==> config.mk <==
export PLATFORM = sky130hd
export DESIGN_NAME = spi_frontend_flat
export DESIGN_NICKNAME = d
export VERILOG_FILES = /design/src/rtl/spi_frontend_if.sv /design/src/rtl/spi_frontend.sv /design/src/flat_wrapper.sv
export SDC_FILE = /design/constraint.sdc
export NUM_CORES = 1
export LEC_CHECK = 0
export BUFFER_PORTS_ARGS = -buffer_cell sky130_fd_sc_hd__buf_4
export CORE_UTILIZATION = 30
export DETAILED_ROUTE_END_ITERATION = 8
export GPL_TIMING_DRIVEN = 0
export PLACE_DENSITY = 0.5
export SYNTH_ARGS = -nofsm -noshare
export SYNTH_HDL_FRONTEND = slang
export SYNTH_SLANG_ARGS = --single-unit
export TNS_END_PERCENT = 5
==> constraint.sdc <==
create_clock -name sys_clk -period 1.85 [get_ports sys_clk]
set_input_delay 0.0925 -clock sys_clk [delete_from_list [all_inputs] [get_ports sys_clk]]
set_output_delay 0.0925 -clock sys_clk [all_outputs]
set_load 0.03 [all_outputs]
==> src/rtl/spi_frontend_if.sv <==
// SPI pins plus the decoder-side word/strobe bundle of the SPI front end.
// slave = the front end itself, master = whatever drives the SPI pins and tx_data.
interface spi_frontend_if;
    logic        spi_sclk;
    logic        spi_cs_n;
    logic        spi_mosi;
    logic        spi_miso;
    logic [15:0] tx_data;
    logic        data_rdy;
    logic [7:0]  spi_in;
    logic        cs_active;

    modport slave (
        input  spi_sclk, spi_cs_n, spi_mosi, tx_data,
        output spi_miso, data_rdy, spi_in, cs_active
    );

    modport master (
        output spi_sclk, spi_cs_n, spi_mosi, tx_data,
        input  spi_miso, data_rdy, spi_in, cs_active
    );
endinterface

==> src/rtl/spi_frontend.sv <==
// Mode-0 SPI slave front end, oversampled in the sys_clk domain: byte receive with data_rdy strobe,
// and a 16-bit sample readout that is armed by a request byte (bit7=1, bit0=0).
module spi_frontend #(
    parameter int SYNC_STAGES = 2
) (
    input  logic         sys_clk,
    input  logic         sys_rst,
    spi_frontend_if.slave bus
);

    logic [SYNC_STAGES-1:0] r_sclk_sync, r_cs_sync, r_mosi_sync;
    logic                   r_sclk_hist, r_cs_hist;
    logic [2:0]             r_rx_cnt;
    logic [7:0]             r_rx_sr;
    logic [7:0]             r_spi_in;
    logic                   r_data_rdy;
    logic [15:0]            r_tx_sr;
    logic                   r_tx_arm;

    logic       w_sclk, w_cs_n, w_mosi, w_cs_low;
    logic       w_rise, w_fall, w_select, w_deselect;
    logic [7:0] w_rx_next;

    // CS_N chain resets high so that releasing reset never looks like a select edge
    always_ff @(posedge sys_clk) begin
        if (sys_rst) begin
            r_sclk_sync <= '0;
            r_cs_sync   <= '1;
            r_mosi_sync <= '0;
            r_sclk_hist <= 1'b0;
            r_cs_hist   <= 1'b1;
        end else begin
            r_sclk_sync <= {r_sclk_sync[SYNC_STAGES-2:0], bus.spi_sclk};
            r_cs_sync   <= {r_cs_sync[SYNC_STAGES-2:0], bus.spi_cs_n};
            r_mosi_sync <= {r_mosi_sync[SYNC_STAGES-2:0], bus.spi_mosi};
            r_sclk_hist <= r_sclk_sync[SYNC_STAGES-1];
            r_cs_hist   <= r_cs_sync[SYNC_STAGES-1];
        end
    end

    assign w_sclk     = r_sclk_sync[SYNC_STAGES-1];
    assign w_cs_n     = r_cs_sync[SYNC_STAGES-1];
    assign w_mosi     = r_mosi_sync[SYNC_STAGES-1];
    assign w_cs_low   = ~w_cs_n;
    assign w_rise     = w_cs_low & w_sclk & ~r_sclk_hist;
    assign w_fall     = w_cs_low & ~w_sclk & r_sclk_hist;
    assign w_select   = ~w_cs_n & r_cs_hist;
    assign w_deselect = w_cs_n & ~r_cs_hist;
    assign w_rx_next  = {r_rx_sr[6:0], w_mosi};

    always_ff @(posedge sys_clk) begin
        if (sys_rst) begin
            r_rx_cnt   <= '0;
            r_rx_sr    <= '0;
            r_spi_in   <= '0;
            r_data_rdy <= 1'b0;
            r_tx_sr    <= '0;
            r_tx_arm   <= 1'b0;
        end else begin
            r_data_rdy <= 1'b0;
            if (w_select) begin
                r_rx_cnt <= '0;
                r_rx_sr  <= '0;
                r_tx_sr  <= '0;
                r_tx_arm <= 1'b0;
            end else if (w_deselect) begin
                r_rx_cnt <= '0;
                r_rx_sr  <= '0;
            end else begin
                if (w_rise) begin
                    r_rx_sr  <= w_rx_next;
                    r_rx_cnt <= r_rx_cnt + 3'd1;
                    if (r_rx_cnt == 3'd7) begin
                        r_spi_in   <= w_rx_next;
                        r_data_rdy <= 1'b1;
                        if (w_rx_next[7] && !w_rx_next[0])
                            r_tx_arm <= 1'b1;
                    end
                end
                // a fall always lands several cycles after the rise that may arm, so no overlap
                if (w_fall) begin
                    if (r_tx_arm) begin
                        r_tx_sr  <= bus.tx_data;
                        r_tx_arm <= 1'b0;
                    end else begin
                        r_tx_sr  <= {r_tx_sr[14:0], 1'b0};
                    end
                end
            end
        end
    end

    assign bus.spi_miso  = w_cs_low & r_tx_sr[15];
    assign bus.data_rdy  = r_data_rdy;
    assign bus.spi_in    = r_spi_in;
    assign bus.cs_active = w_cs_low;

endmodule

==> src/flat_wrapper.sv <==
// flat-port wrapper written by rule: the top's interface ports become plain ports
module spi_frontend_flat 
#(
    parameter int SYNC_STAGES = 2
)
  (sys_clk, sys_rst, bus_spi_sclk, bus_spi_cs_n, bus_spi_mosi, bus_tx_data, bus_spi_miso, bus_data_rdy, bus_spi_in, bus_cs_active);
  spi_frontend_if bus_i ();
  input  logic sys_clk;
  input  logic sys_rst;
  input wire logic [$bits(bus_i.spi_sclk)-1:0] bus_spi_sclk;
  input wire logic [$bits(bus_i.spi_cs_n)-1:0] bus_spi_cs_n;
  input wire logic [$bits(bus_i.spi_mosi)-1:0] bus_spi_mosi;
  input wire logic [$bits(bus_i.tx_data)-1:0] bus_tx_data;
  output wire logic [$bits(bus_i.spi_miso)-1:0] bus_spi_miso;
  output wire logic [$bits(bus_i.data_rdy)-1:0] bus_data_rdy;
  output wire logic [$bits(bus_i.spi_in)-1:0] bus_spi_in;
  output wire logic [$bits(bus_i.cs_active)-1:0] bus_cs_active;
  assign bus_i.spi_sclk = bus_spi_sclk;
  assign bus_i.spi_cs_n = bus_spi_cs_n;
  assign bus_i.spi_mosi = bus_spi_mosi;
  assign bus_i.tx_data = bus_tx_data;
  assign bus_spi_miso = bus_i.spi_miso;
  assign bus_data_rdy = bus_i.data_rdy;
  assign bus_spi_in = bus_i.spi_in;
  assign bus_cs_active = bus_i.cs_active;
  spi_frontend #(.SYNC_STAGES(SYNC_STAGES)) u_core (.sys_clk(sys_clk), .sys_rst(sys_rst), .bus(bus_i));
endmodule
# Yosys cells after proc, flatten, opt, wreduce, memory -nomap -nowiden
# Cells that the tools add are included.
[word_totals] register_bits=44 input_bits=21
[classes] eq_ne=1 bitwise_logic=14 addsub=1 muxes=7 reduce_logical=7
[ops] operator="$mux W16" n=1
[ops] operator="$and A1 B1 Y1" n=7
[ops] operator="$not A1 Y1" n=7
[ops] operator="$mux W1" n=6
[ops] operator="$reduce_and A4 Y1" n=1
[ops] operator="$reduce_or A4 Y1" n=1
[ops] operator="$add A3 B1 Y3 const B" n=1
[ops] operator="$eq A3 B3 Y1 const B" n=1
[ops] operator="$reduce_or A3 Y1" n=1
[ops] operator="$reduce_and A2 Y1" n=1
[ops] operator="$reduce_or A2 Y1" n=1
[ops] operator="$logic_and A1 B1 Y1" n=1
[ops] operator="$logic_not A1 Y1" n=1

# Logic depth before layout (Yosys ltp)
# Gate-level depths: netlist (run 1).
[logic_depth] ltp_word=7 depth_mapped=6 depth_no_buf=5

# Worst setup path before layout (run 1)
# Ideal clock, no wire load.
[synth_timing] path_kind="register to register" startpoint="register u_core.r_cs_sync[1]" endpoint="register u_core.r_tx_sr[3]" synth_period_minus_slack_ns=1.743 path_buffers=2 arrival_time_ns=1.664 slack_ns=0.107 required_time_ns=1.771 path_stages_with_launch=7 cell_sequence="dfxtp_1 -> inv_1 -> ha_1 -> or2_2 -> clkbuf_2 -> buf_2 -> a211oi_2"
[synth_via] elab_chain_cells=4
[synth_lines] item="from (decl)" line="spi_frontend.sv:11" source="logic [SYNC_STAGES-1:0] r_sclk_sync, r_cs_sync, r_mosi_sync;"
[synth_lines] item="from (signal assigned)" line="spi_frontend.sv:34" source="r_cs_sync <= {r_cs_sync[SYNC_STAGES-2:0], bus.spi_cs_n};"
[synth_lines] item="$not A1 Y1 (*)" line="spi_frontend.sv:44" source="assign w_cs_low = ~w_cs_n;"
[synth_lines] item="net bus_cs_active" line="flat_wrapper.sv:17" source="output wire logic [$bits(bus_i.cs_active)-1:0] bus_cs_active;"
[synth_lines] item="$and A1 B1 Y1 (2 in series)" line="spi_frontend.sv:46" source="assign w_fall = w_cs_low & ~w_sclk & r_sclk_hist;"
[synth_lines] item="$reduce_and A2 Y1 (no source line)"
[synth_lines] item="to (signal assigned)" line="spi_frontend.sv:83" source="r_tx_sr <= bus.tx_data;"
[synth_lines] item="to (signal assigned)" line="spi_frontend.sv:86" source="r_tx_sr <= {r_tx_sr[14:0], 1'b0};"
[synth_lines] item="to (decl)" line="spi_frontend.sv:17" source="logic [15:0] r_tx_sr;"
# The timed path passes the listed nets; every way through them passes the cells marked *.
# A chain may end at the register's enable or synchronous reset.

# Worst setup path in the final report (run 1)
[layout_timing] startpoint="register u_core.r_cs_sync[1]" endpoint="register u_core.r_tx_sr[15]"
[layout_via] elab_chain_cells=4
[layout_lines] item="$not A1 Y1" line="spi_frontend.sv:44, spi_frontend.sv:47"
[layout_lines] item="$and A1 B1 Y1 (2 in series)" line="spi_frontend.sv:46"
[layout_lines] item="$reduce_and A2 Y1 (no source line)"
# Several ways; a longest one is shown, not always the timed one.

==> flow_summary.ini, run 1 <==
[run_status]
status = finished clean

[cells_and_area]
syn_to_final_growth_pct = 22.92
antenna_cells = 0
post-route-util_pct = 38.53
nNetsFinal = 249
stdcell_area_sq_um = 2308
drive_gt1_share_pct = 30.67
fillCellCount = 605

[clocking]
clockBufferDepth = 2
htree_levels = 2
cts_made_buffers = 5
clk_pin_slew_worst_paths_ns = 0.08
cts_tree = built
clock_sinks = 44
clk_latency_ns = 0.29
cts-root-buf = clkbuf_8
cts_setup_buffers = 0

[sta]
rsz0062_at_grt = no
clock.fmax_mhz = 589.1
worst_pin_slew_ns = 0.4769
setup_slack_ns = 0.1525
fin_skew_ns = 0.009029
max_slew_margin_pct = 68.20
fin_tns_setup_ns = 0
fin_crit_ns = 1.697
fin_crit_sh_pct = 91.75
final-setup-viol-count = 0
slew_viol_final = 0
hold_viol = 0

[route]
drt_wl_total_microns = 3517
avgRoutedWirePerCell_microns = 11.72
viasPerCell = 4.350
drcViolationCount = 0
route.met3.wl_microns = 157
num_vias = 1305
met2_length_microns = 1484
maxUsedRoutingLayer = met4
ant_nets = 0
first_iter_violations = 63
drtPass1Iterations = 4
wl_met1_microns = 1834

[logic_synthesis]
yosysUniqueCellTypes = 27
syn_area_sq_um = 1878
synth_fp_nets = 210
avgSynthCellArea_sq_um = 10.15
ys_warn_count = 0
syn-instance-count = 185
synth_seq_cells = 44
ys_seq_area_share_pct = 46.90

[worst_setup_path]
r2r-start = u_core.r_cs_sync[1]
r2r-end = u_core.r_tx_sr[15]
cp_max_fo = 10
r2r_cells = 6
start_kind = flip-flop
crit_path_end_kind = flip-flop
crit_required_ns = 2.07
r2r_slack_ns = 0.15
critical_path_class = flip-flop to flip-flop
crit_arrival_ns = 1.92

[placement]
gp_congestion = 0.6868
post_dp_cell_area_sq_um = 2205
place_ws_ns = 0.05593
portBuffers = 31
hpwl_microns = 2467

[pwr]
power.density_nw_per_um2 = 727.1
power.leakage_nw = 0.8038
peakVddDrop_uv = 333.0

[flow_run]
cap_violations = 0

[min_path]
hold_path.class = primary input to flip-flop
hp-start = bus_spi_mosi
hold_end = u_core.r_mosi_sync[0]
whs_path_depth = 2

[die]
core_area_sq_um = 5991
rows = 28
die_area_sq_um = 6580
initial_core_util_pct = 31.35
die_h_microns = 81.12
die_x_microns = 81.12
io_pins = 32

[grt]
grt_max_degree = 14
grt_overflow_total = 0
grt_pass1_vias = 1227
antenna_found_initial = 0
track_usage_pct = 11.84
grt_pass1_wl_microns = 5858
[Yosys cell counts, drive strengths merged]
| master | number | area share [%] |
|---|---|---|
| a21oi | 10 | 2.7 |
| xnor2 | 1 | 0.47 |
| nand4 | 1 | 0.33 |
| clkbuf | 5 | 1.1 |
| inv | 2 | 0.40 |
| a211oi | 15 | 9.5 |
| dfxtp | 44 | 47 |
| nor2b | 7 | 2.3 |
| and3 | 1 | 0.33 |
| nand2 | 19 | 3.8 |
| mux2i | 23 | 12 |
| or3b | 1 | 0.47 |
| nor4b | 2 | 1.7 |
| nor2 | 17 | 3.4 |
| nor3b | 1 | 0.67 |
| buf | 8 | 3.2 |
| or2 | 4 | 1.3 |
| or3 | 1 | 0.33 |
| o21ai | 1 | 0.27 |
| nand2b | 17 | 5.7 |
| nand3 | 1 | 0.27 |
| ha | 4 | 2.7 |
[placed cells by master, fill, tap and decap left out, drive strengths merged, types with 4 or more instances in the layout]
cell type	count
dfxtp	44
buf	39
mux2i	23
nand2	19
nor2	17
nand2b	17
a211oi	15
clkbuf	11
a21oi	10
nor2b	7
or2	4
ha	4
[area by class of cell]
type	count	area (sq um)	share of cell area, %
multi-input cells	126	909.6	39.40
flip-flops and latches	44	882.1	38.21
repair buffers	32	242.7	10.51
well taps	75	93.84	4.065
clock buffers	6	82.58	3.577
plain buffers	13	80.08	3.469
clock inverters	2	10.01	0.4336
inverters	2	7.507	0.3252
[critical path, stage by stage (launching register included)]
cell,delay (ns)
dfxtp_2,0.42
inv_1,0.09
ha_1,0.22
or2_2,0.29
clkbuf_2,0.18
buf_2,0.25
a211oi_2,0.17
[registers in the layout, indices dropped and copies added (netlist names)]
register and count:
u_core.bus.data_rdy 1, u_core.bus.spi_in 8, u_core.r_cs_hist 1, u_core.r_cs_sync 2, u_core.r_mosi_sync 2, u_core.r_rx_cnt 3, u_core.r_rx_sr 7, u_core.r_sclk_hist 1
u_core.r_sclk_sync 2, u_core.r_tx_arm 1, u_core.r_tx_sr 16
[layer usage]
metal  vias to the layer above  track usage (%)
li1                        703                -
met1                       577            16.76
met2                        21            16.55
met3                         4            3.820
met4                         0            4.286
met5                         -                0
[through the flow]
stage	std cells	hold slack [ns]	power (W)
5_1_grt	300	0.02278	0.001758
6_report	300	0.01093	0.001679
4_1_cts	300	0.003059	0.001703
3_5_place_dp	291	0.2828	0.001077
3_3_place_gp	291	0.2769	0.001076
2_1_floorplan	185	0.1963	0.001028
[report_power, final]
part           internal [W]  total [W]  switching (W)
combinational     0.0000504  0.0000926      0.0000423
clock              0.000298   0.000624       0.000325
sequential         0.000956   0.000962     0.00000668
[how the worst max path moves through the flow]
stage	end	from	slack, ns
finish	u_core.r_tx_sr[15]	u_core.r_cs_sync[1]	0.15
global route	u_core.r_tx_sr[10]	u_core.r_cs_hist	0.03
CTS	u_core.r_tx_sr[15]	u_core.r_cs_sync[1]	0.04
detailed placement	u_core.r_tx_sr[15]	u_core.r_cs_sync[1]	0.06
global placement	u_core.r_tx_sr[4]	u_core.r_cs_sync[1]	0.05
floorplan	u_core.r_tx_sr[3]	u_core.r_cs_sync[1]	0.11
[kinds of logic after synthesis]
logic type,count (synthesis),synth area share (%)
AOI/OAI and AO/OA,26,12.39
muxes,23,12.26
DFF,44,46.90
xor gates and xnor gates,1,0.4664
and+or+nand+nor,72,20.65
adders and majority gates,4,2.665
buffers and inverters,15,4.663
[repair_timing]
item | 4_1_cts | 5_1_grt
resized for setup | 0 | 1
endpoints found under the setup margin | 0 | 10
hold endpoints to repair | 1 | 0
hold buffers | 1 | 0
Power figures use the tool's default switching activity.
==> run 2: changes to the inputs <==
Settings changed: ABC_AREA set to 1, CELL_PAD_IN_SITES_DETAIL_PLACEMENT set to 0, CELL_PAD_IN_SITES_GLOBAL_PLACEMENT set to 1, PLACE_DENSITY 0.5 to 0.64.
==> run 2 against run 1 <==
Area after synthesis fell by 2.5%. Sequential share of layout area rose by 1.1 points. Clock skew fell by 0.0043 ns. Clock power fell by 15%. Global-route usage rose by 1.9 points. Final area fell by 3.0%. Total power fell by 5.4%. Worst setup slack improved by 0.12 ns. Synthesized cell count rose by 35%.
==> flow_summary.ini, run 2 <==
[run_status]
status = finished clean

[worst_setup_path]
start_kind = flip-flop
critical_path_class = flip-flop to flip-flop
crit_path_end_kind = flip-flop
r2r_slack_ns = 0.28
crit_required_ns = 2.08
cp_max_fo = 10
crit_arrival_ns = 1.80

[logic_synthesis]
synth_fp_nets = 275
avgSynthCellArea_sq_um = 7.322
synth_most_common_cell = nand2_1
synth_seq_cells = 44
synthFlopType = dfxtp_1
syn_area_sq_um = 1831
yosysUniqueCellTypes = 23
synth.area.top_cells = dfxtp_1 48%, nand2_1 16%, nor2_1 7.8%
ys_warn_count = 0
synth_top_area_share_pct = 48.12
yosysTopAreaCell = dfxtp_1
ys_seq_area_share_pct = 48.12
synth-async-reset-ratio_pct = 0
synth_edf_count = 0
synth_commonest_cells = 76 x nand2_1, 44 x dfxtp_1, 38 x nor2_1
syn-instance-count = 250

[cells_and_area]
nNetsFinal = 314
syn_to_final_growth_pct = 22.28
stdcell_area_sq_um = 2238
fillCellCount = 653
top_register = u_core.r_tx_sr
antenna_cells = 0
largest_reg_flops = 16
drive_gt1_share_pct = 18.47
layout_commonest_cell = nand2_1
final_cell_mix = 76 x nand2_1, 44 x dfxtp_1, 38 x nor2_1
final_cells = 362
post-route-util_pct = 38.03

[route]
viasPerCell = 4.309
first_iter_violations = 90
avgRoutedWirePerCell_microns = 10.94
drt_wl_total_microns = 3962
drcViolationCount = 0
drtPass1Iterations = 4
num_vias = 1560
ant_nets = 0

[pwr]
internal-power_w = 0.001245
switchingPower_w = 0.0003428
clkPwrFrac_pct = 33.6
power.density_nw_per_um2 = 709.5
sequentialPowerShare_pct = 60.5
switching_share_pct = 21.58
power.leakage_nw = 1.011
comb_power_share_pct = 5.9
p_total_w = 0.001588
peakVddDrop_uv = 393.6

[die]
initial_core_util_pct = 31.10
rows = 28
core_area_sq_um = 5886
io_pins = 32
die_x_microns = 80.12
die_h_microns = 80.12
die_area_sq_um = 6418

[clocking]
clk_latency_ns = 0.29
htree_levels = 2
cts.repair.resized = 0
cts-root-buf = clkbuf_8
clock_sinks = 44
cts_made_buffers = 5
clockBufferDepth = 2
cts_tree = built
clk_pin_slew_worst_paths_ns = 0.07

[min_path]
hold_path.class = primary input to flip-flop

[grt]
grt_pass1_vias = 1476
track_usage_pct = 13.76
antenna_found_initial = 0
grt_overflow_total = 0
grt_max_degree = 12
grt_pass1_wl_microns = 6672

[flow_run]
cap_violations = 0

[sta]
max_slew_margin_pct = 74.82
final-setup-viol-count = 0
fin_crit_sh_pct = 85.13
hold_viol = 0
slew_viol_final = 0
rsz0062_at_grt = no
fin_skew_ns = 0.004713
fin_crit_ns = 1.575
fin_tns_setup_ns = 0
worst_pin_slew_ns = 0.3773
clock.fmax_mhz = 634.9

[placement]
portBuffers = 30
gp_congestion = 0.7427
post_dp_cell_area_sq_um = 2150
place_inst = 355
hpwl_microns = 2735
[run 2: path summary, 6_finish.rpt]
| kind | startpoint | endpoint | cells after the start |
|---|---|---|---|
| worst max register to register | u_core.r_cs_sync[1] | u_core.r_tx_sr[3] | 6 |
| worst min register to register | u_core.r_sclk_sync[0] | u_core.r_sclk_sync[1] | 2 |
| worst max-delay path | u_core.r_cs_sync[1] | u_core.r_tx_sr[3] | 6 |
| worst min-delay path | bus_spi_sclk | u_core.r_sclk_sync[0] | 3 |
[run 2: per-layer routing]
metal	wire length, microns	up-vias	track usage, %
met2	1699	22	20.43
met1	2107	686	19.02
met3	128	2	3.409
met5	0	-	0
li1	-	850	-
met4	27	0	5.357
[run 2: cells by family after synthesis]
| group | count (synthesis) | share of synthesized area (%) |
|---|---|---|
| simple gates | 137 | 31.37 |
| flops | 44 | 48.12 |
| buf+inv | 33 | 8.886 |
| compound gates | 32 | 8.886 |
| fa+ha+maj | 4 | 2.734 |
[run 2: critical path, stage by stage, from the launching register on]
cell,delay [ns]
dfxtp_1,0.43
inv_1,0.14
ha_1,0.23
nor2_4,0.22
clkbuf_2,0.26
o21ai_0,0.14
nor2_1,0.09
[run 2: timing repair]
| action | 4_1_cts | 5_1_grt |
|---|---|---|
| hold endpoints to repair | 2 | 0 |
| setup buffers | 0 | 0 |
| setup endpoints to repair | 0 | 0 |
| hold buffers | 2 | 0 |
[run 2: power groups by stage]
stage	sequential (W)	clock, W	combinational, W
CTS	0.000961	0.000562	0.0000950
detailed placement	0.000984	0	0.0000913
global route	0.000963	0.000601	0.000106
floorplan	0.000982	0	0.0000460
finish	0.000961	0.000533	0.0000934
global placement	0.000984	0	0.0000911
[run 2: final cells by class]
class | instances | area [sq um] | area share [%]
Clock buffer | 5 | 68.82 | 3.074
Sequential cell | 44 | 880.8 | 39.35
Timing Repair Buffer | 32 | 245.2 | 10.96
Inverter | 23 | 91.34 | 4.080
Buffer | 10 | 71.32 | 3.186
Multi-Input combinational cell | 173 | 787.0 | 35.16
Tap cell | 75 | 93.84 | 4.192
[run 2: stage by stage]
stage	hold slack [ns]	setup WS (ns)
2_1_floorplan	0.1963	0.4325
3_3_place_gp	0.2780	0.2365
3_5_place_dp	0.2814	0.2435
4_1_cts	0.004437	0.2302
5_1_grt	0.02808	0.04541
6_report	0.007867	0.2750
==> run 3: changes to the inputs <==
--- a/config.mk
+++ b/config.mk
@@ -14,3 +14,4 @@
 export GPL_TIMING_DRIVEN = 0
-export PLACE_DENSITY = 0.64
+export PLACE_DENSITY_LB_ADDON = 0.1
+export SETUP_SLACK_MARGIN = 0.3
 export SYNTH_ARGS = -nofsm -noshare
==> constraint.sdc (replaced) <==
create_clock -name sys_clk -period 1.85 [get_ports sys_clk]
set_input_delay 0.37 -clock sys_clk [delete_from_list [all_inputs] [get_ports sys_clk]]
set_output_delay 0.37 -clock sys_clk [all_outputs]
set_load 0.03 [all_outputs]
==> run 3 against run 2 <==
Worst hold slack improved by 0.25 ns. Routed wire length rose by 0.25%. Final area rose by 2.3%. Sequential share of layout area fell by 0.83 points. Clock skew rose by 0.0054 ns. Die area did not move. Clock power rose by 50%. Core utilization rose by 0.87 points. Count of clock-buffer cells in the layout rose by 2. Sequential power barely moved. Combinational power barely moved.
==> flow_summary.ini, run 3 (same netlist as run 2, synthesis figures left out) <==
[sta]
fin_crit_ns = 1.398
rsz0062_at_grt = no
final-setup-viol-count = 0
fin_tns_setup_ns = 0
hold_slack_ns = 0.2578
max_slew_margin_pct = 76.43
fin_skew_ns = 0.01014
slew_viol_final = 0
fin_crit_sh_pct = 75.56
clock.fmax_mhz = 715.4
worst_pin_slew_ns = 0.3532
hold_viol = 0

[clocking]
cts_tree = built
cts_made_buffers = 5
clk_latency_ns = 0.30
ctsHoldBuffers = 0
clock_sinks = 44
clk_pin_slew_worst_paths_ns = 0.09
htree_levels = 2
cts-root-buf = clkbuf_8
clockBufferDepth = 2

[worst_setup_path]
start_kind = flip-flop
critical_path_class = flip-flop to flip-flop
crit_required_ns = 2.04
crit_path_end_kind = flip-flop
crit_arrival_ns = 1.59
cp_max_fo = 10

[min_path]
hold_path.class = primary input to flip-flop

[cells_and_area]
largest_reg_flops = 16
fillCellCount = 663
drive_gt1_share_pct = 20.42
nNetsFinal = 313
top_register = u_core.r_tx_sr
antenna_cells = 0
syn_to_final_growth_pct = 25.09
final_cell_mix = 75 x nand2_1, 43 x dfxtp_1, 38 x nor2_1
layout_commonest_cell = nand2_1

[grt]
grt_max_degree = 14
grt_pass1_vias = 1510
antenna_found_initial = 0
grt_pass1_wl_microns = 6817
track_usage_pct = 14.06
grt_overflow_total = 0

[die]
die_x_microns = 80.12
initial_core_util_pct = 31.10
core_area_sq_um = 5886
io_pins = 32
rows = 28
die_area_sq_um = 6418
die_h_microns = 80.12

[placement]
gp_congestion = 0.7034
portBuffers = 30
hpwl_microns = 2737

[route]
avgRoutedWirePerCell_microns = 10.91
drt_wl_total_microns = 3972
viasPerCell = 4.291
drcViolationCount = 0
ant_nets = 0
first_iter_violations = 64
drtPass1Iterations = 4
num_vias = 1562

[pwr]
clkPwrFrac_pct = 43.1
power.leakage_nw = 1.035
switchingPower_w = 0.0003776
comb_power_share_pct = 5.0
internal-power_w = 0.001479
power.density_nw_per_um2 = 810.7
sequentialPowerShare_pct = 51.8
peakVddDrop_uv = 427.3
switching_share_pct = 20.34

[run_status]
status = finished clean

[flow_run]
cap_violations = 0
run 3: cell types whose count changed in the layout (fill, tap and decap cells not counted), sizes merged:
cell	change
clkbuf	+2
dlygate4sd3	-2
bufinv	+1
buf	+1
run 3: metal layers:
metal	vias to the layer above	part of all wire, %	track usage, %
met5	-	0	0
met2	21	40	21.03
met3	6	3.8	3.977
met1	678	54	18.60
met4	0	1.8	6.429
li1	857	-	-
run 3: what timing repair did:
action,in CTS,in global routing
resized for setup,0,4
pin swaps,0,1
buffers inserted,0,1
hold endpoints to repair,0,0
setup endpoints to repair,18,20
run 3: area by class of cell:
| type | count | area, sq um | share of cell area, % |
|---|---|---|---|
| plain buffers | 10 | 73.82 | 3.224 |
| clock buffers | 7 | 96.34 | 4.208 |
| clock inverters | 1 | 30.03 | 1.311 |
| inverters | 23 | 91.34 | 3.989 |
| multi-input cells | 173 | 789.5 | 34.48 |
| flip-flops and latches | 44 | 882.1 | 38.52 |
| well taps | 75 | 93.84 | 4.098 |
| repair buffers | 31 | 232.7 | 10.16 |
run 3: final timing paths:
check                         from                    end  slack (ns)  depth (start not counted)
min reg2reg  u_core.r_sclk_sync[0]  u_core.r_sclk_sync[1]        0.41                          2
max               u_core.r_cs_hist      u_core.r_tx_sr[3]        0.45                          7
min                   bus_spi_cs_n    u_core.r_cs_sync[0]        0.26                          2
max reg2reg       u_core.r_cs_hist      u_core.r_tx_sr[3]        0.45                          7
run 3: through the flow:
| step | setup slack [ns] | utilization [%] | std cells | power, W | area, sq um |
|---|---|---|---|---|---|
| 2_1_floorplan | 0.4325 | - | 250 | 0.001028 | 1831 |
| 3_3_place_gp | 0.2158 | 36.52 | 355 | 0.001076 | 2150 |
| 3_5_place_dp | 0.2518 | 36.52 | 355 | 0.001076 | 2150 |
| 4_1_cts | 0.2252 | 38.67 | 363 | 0.001885 | 2276 |
| 5_1_grt | 0.3110 | 38.90 | 364 | 0.001938 | 2290 |
| 6_report | 0.4521 | 38.90 | 364 | 0.001856 | 2290 |
run 3: critical path: stages, from the launching register on:
cell and delay, ns:
dfxtp_1 0.34, inv_1 0.05, ha_1 0.20, inv_1 0.12, nand3_4 0.16, buf_6 0.18, o21ai_0 0.17, nor2_1 0.05
run 3: power groups by stage:
stage               registers [W]  clock network [W]   logic, W
finish                   0.000962           0.000801  0.0000936
CTS                      0.000962           0.000831  0.0000921
detailed placement       0.000984                  0  0.0000918
global route             0.000963           0.000869   0.000106
floorplan                0.000982                  0  0.0000460
global placement         0.000984                  0  0.0000915
